## config.mk

```make
export PLATFORM = sky130hd
export DESIGN_NAME = io_bus_ctrl
export DESIGN_NICKNAME = d
export VERILOG_FILES = /design/src/rtl/io_bus_pkg.sv /design/src/rtl/io_wait_timer.sv /design/src/rtl/io_bus_ctrl.sv
export SDC_FILE = /design/constraint.sdc
export NUM_CORES = 1
export LEC_CHECK = 0
export CELL_PAD_IN_SITES_DETAIL_PLACEMENT = 1
export CELL_PAD_IN_SITES_GLOBAL_PLACEMENT = 2
export CORE_UTILIZATION = 40
export DETAILED_ROUTE_END_ITERATION = 10
export DONT_BUFFER_PORTS = 1
export PLACE_DENSITY_LB_ADDON = 0.2
export RECOVER_POWER = 25
export SETUP_SLACK_MARGIN = 0.02
export SYNTH_ARGS = -nofsm -noshare
export SYNTH_HDL_FRONTEND = slang
export SYNTH_SLANG_ARGS = --single-unit
export TNS_END_PERCENT = 100
```

## constraint.sdc

```tcl
create_clock -name clk -period 3 [get_ports clk]
set_input_delay 0.45 -clock clk [delete_from_list [all_inputs] [get_ports clk]]
set_output_delay 0.45 -clock clk [all_outputs]
set_load 0.005 [all_outputs]
```

## src/rtl/io_bus_pkg.sv

```systemverilog
// Shared state encodings and constants for the CPU-side IO bus controller.
package io_bus_pkg;

  typedef enum logic [1:0] {
    ST_IDLE = 2'd0,
    ST_WAIT = 2'd1,
    ST_DONE = 2'd2
  } bus_state_t;

  // Returned to the CPU on unmapped or timed-out reads; sliced to DSIZE by users.
  localparam logic [63:0] RD_ERR_DATA = '1;

  function automatic int slot_bits(input int nslots);
    return (nslots <= 2) ? 1 : $clog2(nslots);
  endfunction

endpackage

```

## src/rtl/io_wait_timer.sv

```systemverilog
// Wait-state counter for IO transfers; 'last' flags the final permitted WAIT cycle.
module io_wait_timer #(
  parameter int TIMEOUT = 15
) (
  input  logic clk,
  input  logic reset_b,
  input  logic clr,
  input  logic en,
  output logic last
);

  localparam int CW = (TIMEOUT < 2) ? 1 : $clog2(TIMEOUT);
  localparam logic [CW-1:0] LAST_CNT = CW'(TIMEOUT - 1);

  logic [CW-1:0] count;

  // Holds at the terminal value so the counter never wraps.
  always_ff @(posedge clk or negedge reset_b) begin
    if (!reset_b)
      count <= '0;
    else if (clr)
      count <= '0;
    else if (en && !last)
      count <= count + CW'(1);
  end

  assign last = (count == LAST_CNT);

endmodule

```

## src/rtl/io_bus_ctrl.sv

```systemverilog
// CPU-side bus controller: zero-wait RAM decode plus NSLOTS handshaked IO slots
// with stall, timeout abort and a sticky bus error.
module io_bus_ctrl
  import io_bus_pkg::*;
#(
  parameter int DSIZE    = 16,
  parameter int ASIZE    = 16,
  parameter int NSLOTS   = 4,
  parameter int SLOT_LSB = 1,
  parameter int TIMEOUT  = 15
) (
  input  logic                  clk,
  input  logic                  reset_b,
  input  logic [ASIZE-1:0]      address,
  input  logic                  rnw,
  input  logic                  vpa,
  input  logic                  vda,
  input  logic                  vio,
  output logic [DSIZE-1:0]      cpu_din,
  output logic                  cpu_clken,
  output logic                  ram_cs_b,
  input  logic [DSIZE-1:0]      ram_dout,
  output logic [NSLOTS-1:0]     io_cs_b,
  input  logic [NSLOTS*16-1:0]  io_dout,
  input  logic [NSLOTS-1:0]     io_rdy,
  input  logic                  err_clr,
  output logic                  bus_err,
  output logic [ASIZE-1:0]      err_addr
);

  localparam int SLOT_BITS = slot_bits(NSLOTS);
  localparam int SW1 = SLOT_BITS + 1;
  localparam logic [SLOT_BITS:0] NSLOTS_W = SW1'(NSLOTS);
  localparam logic [DSIZE-1:0] RD_ERR = RD_ERR_DATA[DSIZE-1:0];

  bus_state_t           state;
  logic [SLOT_BITS-1:0] slot_dec;
  logic [SLOT_BITS-1:0] slot_q;
  logic [SLOT_BITS-1:0] sel_slot;
  logic                 slot_ok;
  logic                 io_req;
  logic                 mem_req;
  logic                 sel_active;
  logic                 rdy_sel;
  logic [15:0]          dout_sel;
  logic [DSIZE-1:0]     rdata;
  logic                 tmr_clr;
  logic                 tmr_en;
  logic                 tmr_last;
  logic                 err_set;
  logic                 unused_rnw;

  // Write data bypasses this block, so direction plays no part in the handshake.
  assign unused_rnw = rnw;

  assign slot_dec = address[SLOT_LSB +: SLOT_BITS];
  assign slot_ok  = ({1'b0, slot_dec} < NSLOTS_W);
  assign io_req   = vio & reset_b;
  assign mem_req  = ~vio & (vpa | vda);

  always_comb begin
    sel_active = 1'b0;
    sel_slot   = slot_q;
    case (state)
      ST_IDLE: begin
        sel_active = io_req & slot_ok;
        sel_slot   = slot_dec;
      end
      ST_WAIT: sel_active = 1'b1;
      default: sel_active = 1'b0;
    endcase
  end

  always_comb begin
    io_cs_b = '1;
    if (sel_active) begin
      for (int k = 0; k < NSLOTS; k++)
        if (sel_slot == SLOT_BITS'(k))
          io_cs_b[k] = 1'b0;
    end
  end

  always_comb begin
    rdy_sel  = 1'b0;
    dout_sel = '0;
    for (int k = 0; k < NSLOTS; k++) begin
      if (slot_q == SLOT_BITS'(k)) begin
        rdy_sel  = io_rdy[k];
        dout_sel = io_dout[16*k +: 16];
      end
    end
  end

  assign tmr_clr = (state == ST_IDLE);
  assign tmr_en  = (state == ST_WAIT) & ~rdy_sel;
  assign err_set = ((state == ST_IDLE) & io_req & ~slot_ok) |
                   ((state == ST_WAIT) & ~rdy_sel & tmr_last);

  io_wait_timer #(
    .TIMEOUT (TIMEOUT)
  ) u_timer (
    .clk     (clk),
    .reset_b (reset_b),
    .clr     (tmr_clr),
    .en      (tmr_en),
    .last    (tmr_last)
  );

  assign cpu_clken = (state == ST_IDLE) ? ~io_req : (state == ST_DONE);
  assign ram_cs_b  = ~((state == ST_IDLE) & mem_req);
  assign cpu_din   = (state == ST_DONE) ? rdata : ram_dout;

  // A same-cycle error set takes priority over err_clr.
  always_ff @(posedge clk or negedge reset_b) begin
    if (!reset_b) begin
      state    <= ST_IDLE;
      slot_q   <= '0;
      rdata    <= '0;
      bus_err  <= 1'b0;
      err_addr <= '0;
    end else begin
      case (state)
        ST_IDLE: begin
          if (io_req) begin
            slot_q <= slot_dec;
            if (slot_ok) begin
              state <= ST_WAIT;
            end else begin
              rdata <= RD_ERR;
              state <= ST_DONE;
            end
          end
        end
        ST_WAIT: begin
          if (rdy_sel) begin
            rdata <= DSIZE'(dout_sel);
            state <= ST_DONE;
          end else if (tmr_last) begin
            rdata <= RD_ERR;
            state <= ST_DONE;
          end
        end
        ST_DONE: state <= ST_IDLE;
        default: state <= ST_IDLE;
      endcase

      if (err_set) begin
        bus_err  <= 1'b1;
        err_addr <= address;
      end else if (err_clr) begin
        bus_err <= 1'b0;
      end
    end
  end

endmodule
```

==> results.md <==
- Maximum clock insertion buffer count: 2
- Net count reported at finish: 277
- Core footprint: 0.00554 mm²
- Synth top area share: 0.442
- Final period util: 0.771
- Seq/Total Area, Yosys: 0.442
- Post-synth EDFFs: 0
- CTS tree: done
- 1st-pass router iterations: 4
- Global-route wire length before repair: 8760 µm
- Detailed-route DRC error count: 0
- Hold crit path type: in2reg
- Placed Area: 0.00237 mm²
- Critical path's top delay family: buffers and inverters
- Most common flop cell mapped by yosys: dfrtp_1
- Starting Density: 0.419
- Drt total wl: 5580 µm
- Type of origin of the critical path: input pin
- Cell taking the most area after synthesis: dfrtp_1
- Skew-Pair Late Insertion Delay: 0.29 ns
- Area of the die: 0.00612 mm²
- WP buf/inv: 2
- Die X: 78.2 µm
- Max_slew headroom: -0.186
- Clock Skew: 0.00466 ns
- Worst-margin pin slew: 1.78 ns
- Worst-path clk slew: 0.08 ns
- Asr flop ratio synth: 1.00
- Avg Synthesized Cell Area: 13.7 µm²
- Initial antenna violation count: 0
- #FFs+latches synth: 41
- Num rows: 27
- WP data arrival: 2.38 ns
- Post-CTS Setup Bufs: 0
- Commonest non-fill, non-tap cell in the layout: dfrtp_1
- Outcome: finished with violations
- Clock sink count: 41
- Top cells by area, synth: dfrtp_1 (44%), mux2_2 (17%), mux4_2 (16%)
- Syn-to-layout area delta: 6.57%
- Synth Warn #: 0
- Slowest Stage Delay on Critical Path: 1.38 ns
- Leakage: 0.991 nW
- Setup_tns: 0 ns
- GR Layer Usage met3: 0.0523
- Final WS setup: 0.686 ns
- Failing checks: max-capacitance violations, max-slew violations
- Share of layout cells above drive strength 1: 0.396
- Vias: 1502
- Met2 usage: 0.334
- Setup crit end kind: asynchronous set/reset pin
- Slowest CP cell: dlymetal6s4s_1
- Peak Freq: 0.432 GHz
- Worst vdd ir: 0.000341 V
- Final Setup Violations: 0
- Port bufs: 0
- Antenna-violating nets left: 0
- CP Cell Sequence: dlygate4sd3_1 > dlymetal6s4s_1
- Syn Inst Count: 169
- CTS Buf Count: 5
- Synthesized area: 0.00232 mm²
- Pre-CTS setup slack: 0.685 ns
- Number of DRC markers in iteration 0: 47
- DR vias/cell: 6.23
- GR Util All Layers: 0.188
- Gpl congestion: 0.707
- Maximum fanout along the worst path: 41
- CP required: 3.07 ns
- Die height: 78.2 µm
- M1 GR Usage: 0.223
- Final Hold Fails: 0
- Period minus WS final: 2.31 ns
- RSZ-0062 raised after global routing: no
- WS Path Type: in2async
- Top Usage Layer GRT: met2
- Mapped Nets: 278
- Clock root cell: clkbuf_8
- Commonest non-fill, non-tap cells in the layout: dfrtp_1 (41), mux2_2 (35), mux4_2 (17)
- Inserted Diodes: 0
- Slew Limit Fails: 42
- Max Cap Viol: 1
- Dpl hpwl: 4160 µm
- Power density over the cells: 872 mW/mm²
- Largest net degree at the start of global routing: 42
- Final Instance Area: 0.00248 mm²
- IO Count: 146
- GRT overflow: 0
- Synth cell types: 35
- Wire per inst: 23.2 µm
- H-tree depth: 2
- Vias in the first global route: 1735
-- metrics by stage --
stage / total power, mW / utilization / std cells / hold slack, ns
after floorplan: 1.64 / - / 169 / 0.154
after global placement: 1.77 / 0.427 / 231 / 0.156
after detailed placement: 1.82 / 0.427 / 231 / 0.156
after CTS: 2.20 / 0.448 / 241 / 0.292
after global routing: 2.31 / 0.447 / 241 / 0.286
final: 2.16 / 0.447 / 241 / 0.302
-- report_power, final --
group / total [mW] / switching [mW] / internal (mW)
registers: 0.830 / 0.125 / 0.704
logic: 0.976 / 0.453 / 0.523
clock network: 0.354 / 0.193 / 0.161
total: 2.16 / 0.772 / 1.39
-- Yosys cell counts (all sizes together), types with 2 or more instances --
| master | n |
|---|---|
| clkbuf | 6 |
| nand2 | 9 |
| dfrtp | 41 |
| o22a | 16 |
| mux2 | 35 |
| buf | 7 |
| a21oi | 2 |
| mux4 | 17 |
| nand2b | 3 |
| nand4b | 3 |
| ha | 2 |
| nor2b | 2 |
| inv | 2 |
| nor2 | 5 |
-- kinds of logic (layout without fill, tap and decap cells) --
kind of cell | count (synthesis) | in the layout | synth area share
compound gates | 27 | 27 | 0.0980
mux | 53 | 53 | 0.339
buf+inv | 15 | 15 | 0.0328
simple gates | 31 | 31 | 0.0781
flops | 41 | 41 | 0.442
fa+ha+maj | 2 | 2 | 0.0108
-- layer usage --
metal	up-vias	wire (µm)
met2	83	2950
met3	6	424
met1	762	2150
met4	0	53
li1	651	-
met5	-	0
-- path summary, 6_finish.rpt --
| check | from | endpoint | slack, ns | cells past startpoint |
|---|---|---|---|---|
| max in group clk | slot_q[0]$_DFFE_PN0P_ | err_addr[3]$_DFFE_PN0P_ | 0.76 | 3 |
| hold reg to reg | rdata[9]$_DFFE_PN0P_ | rdata[9]$_DFFE_PN0P_ | 0.52 | 1 |
| setup reg to reg | slot_q[0]$_DFFE_PN0P_ | err_addr[3]$_DFFE_PN0P_ | 0.76 | 3 |
| setup / recovery | reset_b | slot_q[0]$_DFFE_PN0P_ | 0.69 | 2 |
| min in group asynchronous | reset_b | u_timer.count[2]$_DFFE_PN0P_ | 1.28 | 2 |
| hold / removal | address[5] | err_addr[5]$_DFFE_PN0P_ | 0.30 | 1 |
-- cell type report --
type / count / area [µm²]
fill: 595 / 3060
multi-input combinational: 113 / 1220
sequential: 41 / 1030
tap: 72 / 90.1
clock buffer: 5 / 68.8
timing repair buffer: 5 / 45.0
clock inverter: 3 / 17.5
inverter: 2 / 7.51
-- flip-flops by register name, indices dropped and copies added, names as in the netlist --
| name | cells |
|---|---|
| u_timer.count | 4 |
| slot_q | 2 |
| rdata | 16 |
| state | 2 |
| bus_err | 1 |
| err_addr | 16 |
-- timing repair --
action                                 CTS  global route
hold buffers                             2             0
gates resized for setup                  0             0
setup endpoints to repair                0             0
endpoints found under the hold margin   41             0
(Power assumes the default switching activity.)
